<file path="src/rtl/wb_arbiter.sv">
// Writeback arbiter: merges single-cycle ALU results and buffered load returns
// onto one register-file write port. ALU results always take the port; load
// returns wait in a small FIFO. A load scoreboard marks registers whose load
// has not yet been written back and raises a combinational stall for issue.
module wb_arbiter #(
  parameter int DATA_W   = 16,
  parameter int REG_AW   = 4,
  parameter int LQ_DEPTH = 2
) (
  input  logic                      clk,
  input  logic                      rst,
  input  logic                      alu_valid,
  input  logic [REG_AW-1:0]         alu_rd,
  input  logic [DATA_W-1:0]         alu_data,
  input  logic                      ld_valid,
  output logic                      ld_ready,
  input  logic [REG_AW-1:0]         ld_rd,
  input  logic [DATA_W-1:0]         ld_data,
  input  logic                      ld_issue,
  input  logic [REG_AW-1:0]         ld_issue_rd,
  input  logic [REG_AW-1:0]         chk_rs1,
  input  logic [REG_AW-1:0]         chk_rs2,
  output logic                      stall,
  output logic [(2**REG_AW)-1:0]    pending,
  output logic                      reg_write,
  output logic [REG_AW-1:0]         rd,
  output logic [DATA_W-1:0]         rd_data,
  output logic [$clog2(LQ_DEPTH):0] lq_count
);

  localparam int NREG  = 2 ** REG_AW;
  localparam int PTR_W = $clog2(LQ_DEPTH);
  localparam int CNT_W = PTR_W + 1;
  localparam logic [CNT_W-1:0] DEPTH_C = CNT_W'(LQ_DEPTH);

  logic [REG_AW-1:0] q_rd   [LQ_DEPTH];
  logic [DATA_W-1:0] q_data [LQ_DEPTH];
  logic [PTR_W-1:0]  wr_ptr;
  logic [PTR_W-1:0]  rd_ptr;
  logic [CNT_W-1:0]  count;
  logic              ready_en;
  logic [NREG-1:0]   pending_q;
  logic [NREG-1:0]   pending_next;
  logic              push;
  logic              pop;
  logic [REG_AW-1:0] head_rd;
  logic [DATA_W-1:0] head_data;

  // ready_en keeps ld_ready low during reset and for the cycle it is released
  assign ld_ready  = ready_en && (count < DEPTH_C);
  assign push      = ld_valid && ld_ready;
  assign pop       = !alu_valid && (count != '0);
  assign head_rd   = q_rd[rd_ptr];
  assign head_data = q_data[rd_ptr];
  assign lq_count  = count;
  assign pending   = pending_q;
  assign stall     = pending_q[chk_rs1] | pending_q[chk_rs2];

  // Enable load acceptance from the first clock edge after reset is released
  always_ff @(posedge clk or posedge rst) begin
    if (rst) ready_en <= 1'b0;
    else     ready_en <= 1'b1;
  end

  // Load-return FIFO: storage, wrapping pointers and occupancy count
  always_ff @(posedge clk or posedge rst) begin
    if (rst) begin
      for (int i = 0; i < LQ_DEPTH; i++) begin
        q_rd[i]   <= '0;
        q_data[i] <= '0;
      end
      wr_ptr <= '0;
      rd_ptr <= '0;
      count  <= '0;
    end else begin
      if (push) begin
        q_rd[wr_ptr]   <= ld_rd;
        q_data[wr_ptr] <= ld_data;
        wr_ptr         <= wr_ptr + PTR_W'(1);
      end
      if (pop) rd_ptr <= rd_ptr + PTR_W'(1);
      case ({push, pop})
        2'b10:   count <= count + CNT_W'(1);
        2'b01:   count <= count - CNT_W'(1);
        default: count <= count;
      endcase
    end
  end

  // Next scoreboard state: a pop clears its register, a new issue sets (and wins)
  always_comb begin
    pending_next = pending_q;
    if (pop) pending_next[head_rd] = 1'b0;
    if (ld_issue && (ld_issue_rd != '0)) pending_next[ld_issue_rd] = 1'b1;
    pending_next[0] = 1'b0;
  end

  // Scoreboard register
  always_ff @(posedge clk or posedge rst) begin
    if (rst) pending_q <= '0;
    else     pending_q <= pending_next;
  end

  // Write-port register: ALU first, then FIFO head; r0 writes consume the slot silently
  always_ff @(posedge clk or posedge rst) begin
    if (rst) begin
      reg_write <= 1'b0;
      rd        <= '0;
      rd_data   <= '0;
    end else if (alu_valid) begin
      reg_write <= (alu_rd != '0);
      rd        <= alu_rd;
      rd_data   <= alu_data;
    end else if (pop) begin
      reg_write <= (head_rd != '0);
      rd        <= head_rd;
      rd_data   <= head_data;
    end else begin
      reg_write <= 1'b0;
    end
  end

endmodule

</file>
<file path="config.mk">
export PLATFORM = sky130hd
export DESIGN_NAME = wb_arbiter
export DESIGN_NICKNAME = d
export VERILOG_FILES = /design/src/rtl/wb_arbiter.sv
export SDC_FILE = /design/constraint.sdc
export NUM_CORES = 1
export LEC_CHECK = 0
export ABC_AREA = 0
export CAP_MARGIN = 40
export CORE_MARGIN = 2
export CORE_UTILIZATION = 49
export DETAILED_ROUTE_END_ITERATION = 16
export PLACE_DENSITY = 0.81
export SLEW_MARGIN = 40
export SYNTH_ARGS = -nofsm -noshare
export SYNTH_HDL_FRONTEND = slang
export SYNTH_SLANG_ARGS = --single-unit
</file>
<file path="constraint.sdc">
create_clock -name clk -period 2.8 [get_ports clk]
set_input_delay 0.56 -clock clk [delete_from_list [all_inputs] [get_ports clk]]
set_output_delay 0.56 -clock clk [all_outputs]
set_load 0.005 [all_outputs]
</file>
==> results of run 1 <==
where the power goes:
part / switching (µW) / internal [µW]
sequential: 417 / 1720
combinational: 962 / 1340
clock: 394 / 490
logic make-up after synthesis:
family                   after synthesis  share of synthesized area [%]
AO/OA/AOI/OAI                         77                           11.4
XOR/XNOR                               5                           1.15
adder cells (fa/ha/maj)                1                          0.328
buffers and inverters                 22                           2.43
flip-flops                            81                           53.1
multiplexers                          71                           22.0
other                                  2                          0.197
AND/OR/NAND/NOR                       78                           9.35
sequential cells by signal (all words and copies together) (netlist names):
| register | flops |
|---|---|
| lq_count | 2 |
| pending | 15 |
| q_data | 32 |
| q_rd | 8 |
| rd | 4 |
| rd_data | 16 |
| rd_ptr | 1 |
| ready_en | 1 |
| reg_write | 1 |
| wr_ptr | 1 |
through the flow:
step | util, % | hold slack (ns) | power, µW | std cells
floorplan | - | 0.469 | 3390 | 337
global placement | 65.3 | 0.486 | 4330 | 533
detailed placement | 65.3 | 0.495 | 4430 | 533
CTS | 67.9 | 0.512 | 5350 | 549
global route | 68.0 | 0.522 | 5720 | 550
finish | 68.0 | 0.506 | 5330 | 550
repair_timing:
item / in CTS / in global routing
cloned: 0 / 0
resized for setup: 14 / 2
hold endpoints to repair: 0 / 0
setup endpoints to repair: 1 / 1
setup buffers: 2 / 1
cell type report:
| cell class | instances | area [µm²] | area share (%) |
|---|---|---|---|
| timing repair buffer | 116 | 1140 | 21.9 |
| clock buffer | 10 | 128 | 2.46 |
| sequential | 81 | 2030 | 39.0 |
| multi-input combinational | 234 | 1700 | 32.6 |
| tap | 102 | 128 | 2.46 |
| inverter | 3 | 11.3 | 0.217 |
| clock inverter | 4 | 70.1 | 1.35 |
metal layers:
| metal | share of wire [%] | up-vias | GRT usage [%] |
|---|---|---|---|
| li1 | - | 1413 | - |
| met1 | 41 | 1492 | 27.0 |
| met2 | 50 | 98 | 38.7 |
| met3 | 6.8 | 15 | 5.42 |
| met4 | 1.7 | 0 | 9.08 |
| met5 | 0 | - | 0 |
worst min path at each step:
stage	slack, ns	start	to
4_1_cts	0.51	q_data[18]	q_data[18]
3_3_place_gp	0.49	q_data[9]	q_data[9]
2_1_floorplan	0.47	wr_ptr	wr_ptr
6_report	0.51	q_data[9]	q_data[9]
3_5_place_dp	0.50	q_data[18]	q_data[18]
5_1_grt	0.52	q_data[8]	q_data[8]
synth_stat cells, types with 4 or more instances:
library cell | number | area share [%]
o21ai_0 | 47 | 6.2
mux2_2 | 44 | 13
nand3_1 | 4 | 0.52
nand2_1 | 30 | 3.0
dfrtp_1 | 81 | 53
buf_2 | 5 | 0.66
nor3_1 | 4 | 0.52
a32o_1 | 4 | 1.0
nand3b_1 | 4 | 0.79
a21oi_1 | 17 | 2.2
nor2b_1 | 6 | 0.98
clkbuf_1 | 13 | 1.3
nor2_1 | 22 | 2.2
mux2i_1 | 22 | 5.8
critical path, delay by kind of cell, from the launching register on:
kind                   cells  cell delay [ns]
DFF                        1             0.43
buffers and inverters      1             0.12
AOI/OAI and AO/OA          1             0.19
muxes                      2             0.75
and+or+nand+nor            1             0.30
==> qor.yml, run 1 <==
detailed_routing:
  first_pass_iters: 4
  drc: 0
  via_count: 3018
  wl_per_cell_um: 16.3
  initialDrtViolationCount: 144
  final_antenna_net_count: 0
  vias_per_cell: 5.49
  wl_um: 8980
setup_path:
  path_class: "reg -> out"
  cp-endpoint: "stall"
  crit_required_ns: 2.24
  r2r_setup_slack_ns: 1.00
  cp_slowest_stage_delay_ns: 0.47
  timing.rr.start: "rd_ptr"
  arrival_ns: 2.12
  critPathSlowestCell: "mux4_2"
  cp_max_fo: 4
  worstRegToRegCells: 4
  critPathCaptureType: "output port"
  startpoint: "pending[12]"
  reg2reg_to: "pending[12]"
  startpoint_type: "register"
  path_cells: "mux4_2 > mux2_4 > a32o_1 > or3_1 > clkbuf_2"
job:
  maxCapViolCount: 0
sta:
  fin_crit_sh_pct: 95.8
  hold_viol: 0
  slew_headroom_pct: 64.1
  period_minus_slack_ns: 2.68
  rsz0062_at_grt: "false"
  slew_viol_final: 0
  tightest_slew_ns: 0.538
  tns_ns: 0
  fin_skew_ns: 0.00772
  fin_ws_ns: 0.117
  fmax_ghz: 0.373
  setup_viol: 0
floorplanning:
  fp.dieH_um: 92.2
  core_um2: 7650
  start_util_pct: 49.9
  dieWidth_um: 92.2
  pin_count: 98
  die_area_um2: 8510
  rows: 32
placed_design:
  dpl.hpwl_um: 6730
  dp_slack_ns: -0.623
  place_area_um2: 4990
  gp_congestion: 0.834
  io_buffers: 96
global_route:
  antenna_found_initial: 0
  grt_pass1_wl_um: 15000
  first_global_vias: 3195
  track_usage_pct: 22.4
  grt_max_degree: 33
  gr-total-overflow: 0
min_path:
  hp-class: "reg -> reg"
  whs_path_depth: 1
clock_tree:
  cts_tree: "done"
  cts.sinks: 81
  cts_root_buffer: "clkbuf_8"
  h-tree-depth: 3
  cts_made_buffers: 9
  cts.path.max_buffers: 2
  postCtsHoldBufs: 0
  clock_latency_ns: 0.35
  clk_pin_slew_ns: 0.08
pwr:
  power_density_nw_per_um2: 1030
  peakVddDrop_mv: 0.517
  p_leak_uw: 0.00222
cells_and_area:
  n_fill_cell: 610
  diodes: 0
  layout.nets: 503
  fin_area_um2: 5200
  layout_commonest_cell: "clkdlybuf4s50_1"
  area_growth_pct: 36.2
  final_cell_mix: "clkdlybuf4s50_1, dfrtp_1, o21ai_0, mux2_2, nand2_1"
  drive_gt1_share_pct: 19.6
synthesis:
  netlist_instances: 337
  synth-main-ff-cell: "dfrtp_1"
  ys_seq_area_share_pct: 53.1
  synth.net_count: 395
  synthArstFlopShare_pct: 100
  syn_avg_cell_area_um2: 11.3
  synth_edf_count: 0
  synth_cell_type_count: 33
  synth-seq-cells: 81
  syn_area_um2: 3810
  synth_warnings: 0
run_status:
  status: "complete, no violations"
(Power assumes the default switching activity.)
==> run 2, diff against run 1 <==
--- a/config.mk
+++ b/config.mk
@@ -6,12 +6,13 @@
 export NUM_CORES = 1
 export LEC_CHECK = 0
 export ABC_AREA = 0
-export CAP_MARGIN = 40
 export CORE_MARGIN = 2
 export CORE_UTILIZATION = 49
 export DETAILED_ROUTE_END_ITERATION = 16
 export PLACE_DENSITY = 0.81
+export SETUP_SLACK_MARGIN = 0.3
 export SLEW_MARGIN = 40
 export SYNTH_ARGS = -nofsm -noshare
 export SYNTH_HDL_FRONTEND = slang
 export SYNTH_SLANG_ARGS = --single-unit
+export TNS_END_PERCENT = 100
==> qor.yml, run 2 (same netlist as run 1, synthesis figures left out) <==
run_status:
  status: "complete, no violations"
cells_and_area:
  diodes: 0  # unchanged
  largest_register_ffs: 32  # unchanged
  drive_gt1_share_pct: 19.5  # -0.18 points
  n_fill_cell: 610  # unchanged
  utilization_pct: 67.5  # -0.49 points
  layout.nets: 500  # -0.60%
  final_cell_mix: "clkdlybuf4s50_1, dfrtp_1, o21ai_0, mux2_2, nand2_1"
  area_growth_pct: 35.3
  regArea_um2: 2030  # unchanged
  multi_input_area_um2: 1690  # -0.22%
  layout_commonest_cell: "clkdlybuf4s50_1"
  top_register: "q_data"
global_route:
  gr-total-overflow: 0  # unchanged
  first_global_vias: 3196  # +0.031%
  grt_pass1_wl_um: 15200  # +1.4%
  track_usage_pct: 23.3  # +0.86 points
  grt_max_degree: 48  # +45%
  antenna_found_initial: 0  # unchanged
floorplanning:
  pin_count: 98  # unchanged
  start_util_pct: 49.9  # unchanged
  core_um2: 7650  # unchanged
  fp.dieH_um: 92.2  # unchanged
  dieWidth_um: 92.2  # unchanged
  die_area_um2: 8510  # unchanged
  rows: 32  # unchanged
placed_design:
  dpl.hpwl_um: 6750  # +0.30%
  gp_congestion: 0.859  # +3.1%
  io_buffers: 96  # unchanged
  dp_slack_ns: -0.656  # -0.0336 ns
pwr:
  p_leak_uw: 0.00218  # -2.0%
  comb_power_share_pct: 43.2  # about the same
  peakVddDrop_mv: 0.515  # -0.33%
  switching_power_uw: 1810  # +2.3%
  p_int_uw: 3560  # +0.19%
  power_density_nw_per_um2: 1040  # +1.6%
  power_frac_clock_pct: 17.0  # +0.4 points
  switching_share_pct: 33.7  # +0.47 points
  power_frac_seq_pct: 39.8  # -0.4 points
  power.total_uw: 5380  # +0.90%
sta:
  tns_ns: 0  # unchanged
  fmax_ghz: 0.368  # -1.3%
  fin_crit_sh_pct: 97.1  # +1.3 points
  fin_ws_ns: 0.0818  # -0.0352 ns
  period_minus_slack_ns: 2.72  # +0.0352 ns
  fin_skew_ns: 0.00775  # +0.0000323 ns
  rsz0062_at_grt: "true"
  setup_viol: 0  # unchanged
  slew_viol_final: 0  # unchanged
  hold_viol: 0  # unchanged
setup_path:
  cp_max_fo: 4  # unchanged
  path_class: "reg -> out"
  startpoint_type: "register"
  crit_required_ns: 2.24  # about the same
  arrival_ns: 2.16  # +0.04 ns
  critPathCaptureType: "output port"
detailed_routing:
  via_count: 3010  # -0.27%
  vias_per_cell: 5.48  # about the same
  initialDrtViolationCount: 200  # +39%
  drc: 0  # unchanged
  first_pass_iters: 4  # unchanged
  wl_um: 9210  # +2.5%
  final_antenna_net_count: 0  # unchanged
  wl_per_cell_um: 16.8  # +2.7%
clock_tree:
  cts.sinks: 81  # unchanged
  cts_made_buffers: 9  # unchanged
  clk_pin_slew_ns: 0.08  # about the same
  cts_root_buffer: "clkbuf_8"
  clock_latency_ns: 0.36  # about the same
  cts.path.max_buffers: 2  # unchanged
  h-tree-depth: 3  # unchanged
  cts_tree: "done"
job:
  maxCapViolCount: 0  # unchanged
min_path:
  hp-class: "reg -> reg"
run 2: cell types whose count changed in the layout (fill, tap and decap cells not counted), sizes merged:
| cell | before | now |
|---|---|---|
| buf | 21 | 19 |
| clkinvlp | 0 | 3 |
| inv | 3 | 2 |
| dlygate4sd2 | 3 | 4 |
| clkinv | 2 | 1 |
| clkdlybuf4s15 | 1 | 0 |
| clkdlybuf4s50 | 89 | 90 |
| dlymetal6s2s | 1 | 0 |
run 2: final timing paths:
path	startpoint	slack (ns)	endpoint	depth (start not counted)
worst max-delay path	pending[14]	0.08	stall	5
worst min-delay path	q_data[31]	0.51	q_data[31]	1
max in group asynchronous	rst	1.67	q_data[13]	3
min in group asynchronous	rst	0.57	wr_ptr	2
worst min register to register	q_data[31]	0.51	q_data[31]	1
worst max register to register	lq_count[1]	1.00	q_data[28]	5
run 2: layer usage:
| layer | global-route usage [%] | vias up | wire length, µm |
|---|---|---|---|
| li1 | - | 1400 | - |
| met4 | 8.46 | 0 | 205 |
| met3 | 7.48 | 22 | 598 |
| met5 | 0 | - | 0 |
| met2 | 40.4 | 104 | 4690 |
| met1 | 27.0 | 1484 | 3710 |
run 2: layout make-up:
type / count / area share [%]
clock buffers: 11 / 2.55
multi-input cells: 234 / 32.8
flip-flops and latches: 81 / 39.3
clock inverters: 5 / 1.55
inverters: 3 / 0.291
well taps: 102 / 2.47
repair buffers: 113 / 21.0
run 2: repair_timing:
item                       4_1_cts  5_1_grt
hold buffers                     0        0
setup endpoints to repair        1        1
resized for setup               16        0
setup buffers                    2        0
pin swaps                        0        0
run 2: power groups by stage:
stage	registers, µW	logic [µW]	clock network [µW]
2_1_floorplan	2050	1340	0
3_3_place_gp	2120	2220	0
3_5_place_dp	2150	2280	0
4_1_cts	2130	2330	939
5_1_grt	2210	2570	993
6_report	2140	2320	915
run 2: metrics by stage:
step | area (µm²) | hold slack, ns | instances
after global placement | 4960 | 0.487 | 531
after CTS | 5160 | 0.513 | 549
after floorplan | 3820 | 0.469 | 337
after detailed placement | 4960 | 0.495 | 531
final | 5160 | 0.508 | 549
after global routing | 5160 | 0.521 | 549
run 2: critical path, stage by stage, from the launching register on:
cell and delay (ns):
dfrtp_1 0.41, mux4_2 0.49, mux2_4 0.29, a32o_1 0.19
or3_1 0.29, buf_2 0.13
==> run 3, diff against run 2 <==
--- a/config.mk
+++ b/config.mk
@@ -6,7 +6,6 @@
 export NUM_CORES = 1
 export LEC_CHECK = 0
 export ABC_AREA = 0
-export CORE_MARGIN = 2
 export CORE_UTILIZATION = 49
 export DETAILED_ROUTE_END_ITERATION = 16
 export PLACE_DENSITY = 0.81
==> qor.yml, run 3 (same netlist as run 1, synthesis figures left out) <==
run_status:
  status: "complete, no violations"
setup_path:
  cp-endpoint: "stall"
  timing.rr.start: "rd_ptr"
  crit_required_ns: 2.24  # about the same
  critPathCaptureType: "output port"
  cp_max_fo: 4  # unchanged
  cp.buffers_inverters: 1  # unchanged
  path_cells: "mux4_2 > mux2_4 > a32o_1 > or3_1 > buf_2"
  cp_slowest_stage_delay_ns: 0.46  # -0.03 ns
  startpoint: "pending[6]"
  reg2reg_to: "pending[13]"
  path_delay_family: "multiplexers"
  arrival_ns: 2.16  # about the same
  worstRegToRegCells: 4  # -1
  critPathSlowestCell: "mux4_2"
  cp_num_cells: 5  # unchanged
  startpoint_type: "register"
  r2r_setup_slack_ns: 0.98  # -0.02 ns
  path_class: "reg -> out"
min_path:
  whs_path_depth: 1  # unchanged
  hp-class: "reg -> reg"
global_route:
  gr-usage-met3_pct: 8.71  # +1.2 points
  use_met1_pct: 30.0  # +3.0 points
  first_global_vias: 3282  # +2.7%
  gr-total-overflow: 0  # unchanged
  busiest_layer: "met2"
  grt_max_degree: 33  # -31%
  track_usage_pct: 25.1  # +1.9 points
  antenna_found_initial: 0  # unchanged
  grt_pass1_wl_um: 16000  # +4.9%
  grtUsageMet2_pct: 42.0  # +1.5 points
placed_design:
  place_area_um2: 4960  # about the same
  dpl.hpwl_um: 6890  # +2.1%
  gp_congestion: 0.878  # +2.2%
  io_buffers: 96  # unchanged
detailed_routing:
  drc: 0  # unchanged
  first_pass_iters: 4  # unchanged
  vias_per_cell: 5.61  # +2.3%
  final_antenna_net_count: 0  # unchanged
  wl_per_cell_um: 17.2  # +2.7%
  wl_um: 9490  # +3.1%
  initialDrtViolationCount: 185  # -7.5%
  via_count: 3090  # +2.7%
cells_and_area:
  final_cell_mix: "clkdlybuf4s50_1, dfrtp_1, o21ai_0, mux2_2, nand2_1"
  n_fill_cell: 555  # -9.0%
  diodes: 0  # unchanged
  largest_register_ffs: 32  # unchanged
  fin_area_um2: 5230  # +1.3%
  drive_gt1_share_pct: 20.8  # +1.3 points
  area_growth_pct: 37.0
  utilization_pct: 70.9  # +3.4 points
  layout_commonest_cell: "clkdlybuf4s50_1"
  top_register: "q_data"
  layout.nets: 505  # +1.0%
clock_tree:
  cts.path.max_buffers: 2  # unchanged
  cts_made_buffers: 9  # unchanged
  h-tree-depth: 3  # unchanged
  cts_tree: "done"
  clk_pin_slew_ns: 0.08  # about the same
  cts.sinks: 81  # unchanged
  postCtsHoldBufs: 0  # unchanged
  cts_root_buffer: "clkbuf_8"
  clock_latency_ns: 0.36  # about the same
sta:
  slew_headroom_pct: 57.3
  rsz0062_at_grt: "true"
  fmax_ghz: 0.368  # about the same
  hold_viol: 0  # unchanged
  slew_viol_final: 0  # unchanged
  period_minus_slack_ns: 2.72  # -0.00271 ns
  fin_skew_ns: 0.0105  # +0.00278 ns
  tightest_slew_ns: 0.639
  tns_ns: 0  # unchanged
  setup_viol: 0  # unchanged
  fin_crit_sh_pct: 97.0  # about the same
floorplanning:
  core_um2: 7370  # -3.6%
  dieWidth_um: 90.2  # -2.2%
  start_util_pct: 51.8  # +1.9 points
  rows: 31  # -3.1%
  die_area_um2: 8140  # -4.3%
  fp.dieH_um: 90.2  # -2.2%
  pin_count: 98  # unchanged
pwr:
  p_int_uw: 3680  # +3.3%
  power_frac_clock_pct: 18.6  # +1.6 points
  peakVddDrop_mv: 0.582  # +13%
  power_density_nw_per_um2: 1060  # +1.8%
  power_frac_seq_pct: 38.7  # -1.1 points
  switching_power_uw: 1860  # +2.5%
  p_leak_uw: 0.00223  # +2.2%
  comb_power_share_pct: 42.8  # -0.4 points
  switching_share_pct: 33.6  # -0.17 points
job:
  maxCapViolCount: 0  # unchanged
run 3: area by class of cell:
class                           instances  area, µm²  area share [%]
Sequential cell                        81       2030            38.8
Multi-Input combinational cell        234       1690            32.4
Timing Repair Buffer                  118       1120            21.5
Clock buffer                            9        124            2.37
Tap cell                               99        124            2.37
Clock inverter                          7        118            2.25
Inverter                                3       15.0           0.287
run 3: worst min-delay path by stage:
stage | from | endpoint | slack, ns
4_1_cts | q_data[29] | q_data[29] | 0.51
3_5_place_dp | q_data[20] | q_data[20] | 0.50
3_3_place_gp | q_data[10] | q_data[10] | 0.49
6_report | q_data[29] | q_data[29] | 0.51
5_1_grt | q_data[15] | q_data[15] | 0.53
2_1_floorplan | wr_ptr | wr_ptr | 0.47
run 3: power by group through the flow:
stage	combinational (µW)	clock [µW]	sequential (µW)
2_1_floorplan	1340	0	2050
3_3_place_gp	2200	0	2130
3_5_place_dp	2290	0	2170
4_1_cts	2370	1040	2140
5_1_grt	2600	1090	2220
6_report	2370	1030	2140
run 3: timing repair:
item	4_1_cts	5_1_grt
cloned	0	0
setup endpoints to repair	1	1
buffers inserted	4	2
gates resized for setup	16	0
run 3: routing by layer:
layer  up-vias  wire length [µm]  part of all wire (%)
li1       1424                 -                     -
met1      1545              3980                    42
met2       100              4710                    50
met3        21               610                   6.4
met4         0               191                   2.0
met5         -                 0                     0
run 3: metrics by stage:
stage | hold WS (ns) | power [µW] | cells | setup WS [ns]
floorplan | 0.469 | 3390 | 337 | 0.411
global placement | 0.487 | 4330 | 529 | -0.609
detailed placement | 0.495 | 4460 | 529 | -0.650
CTS | 0.513 | 5550 | 549 | 0.0798
global route | 0.533 | 5910 | 551 | 0.00981
finish | 0.508 | 5540 | 551 | 0.0845
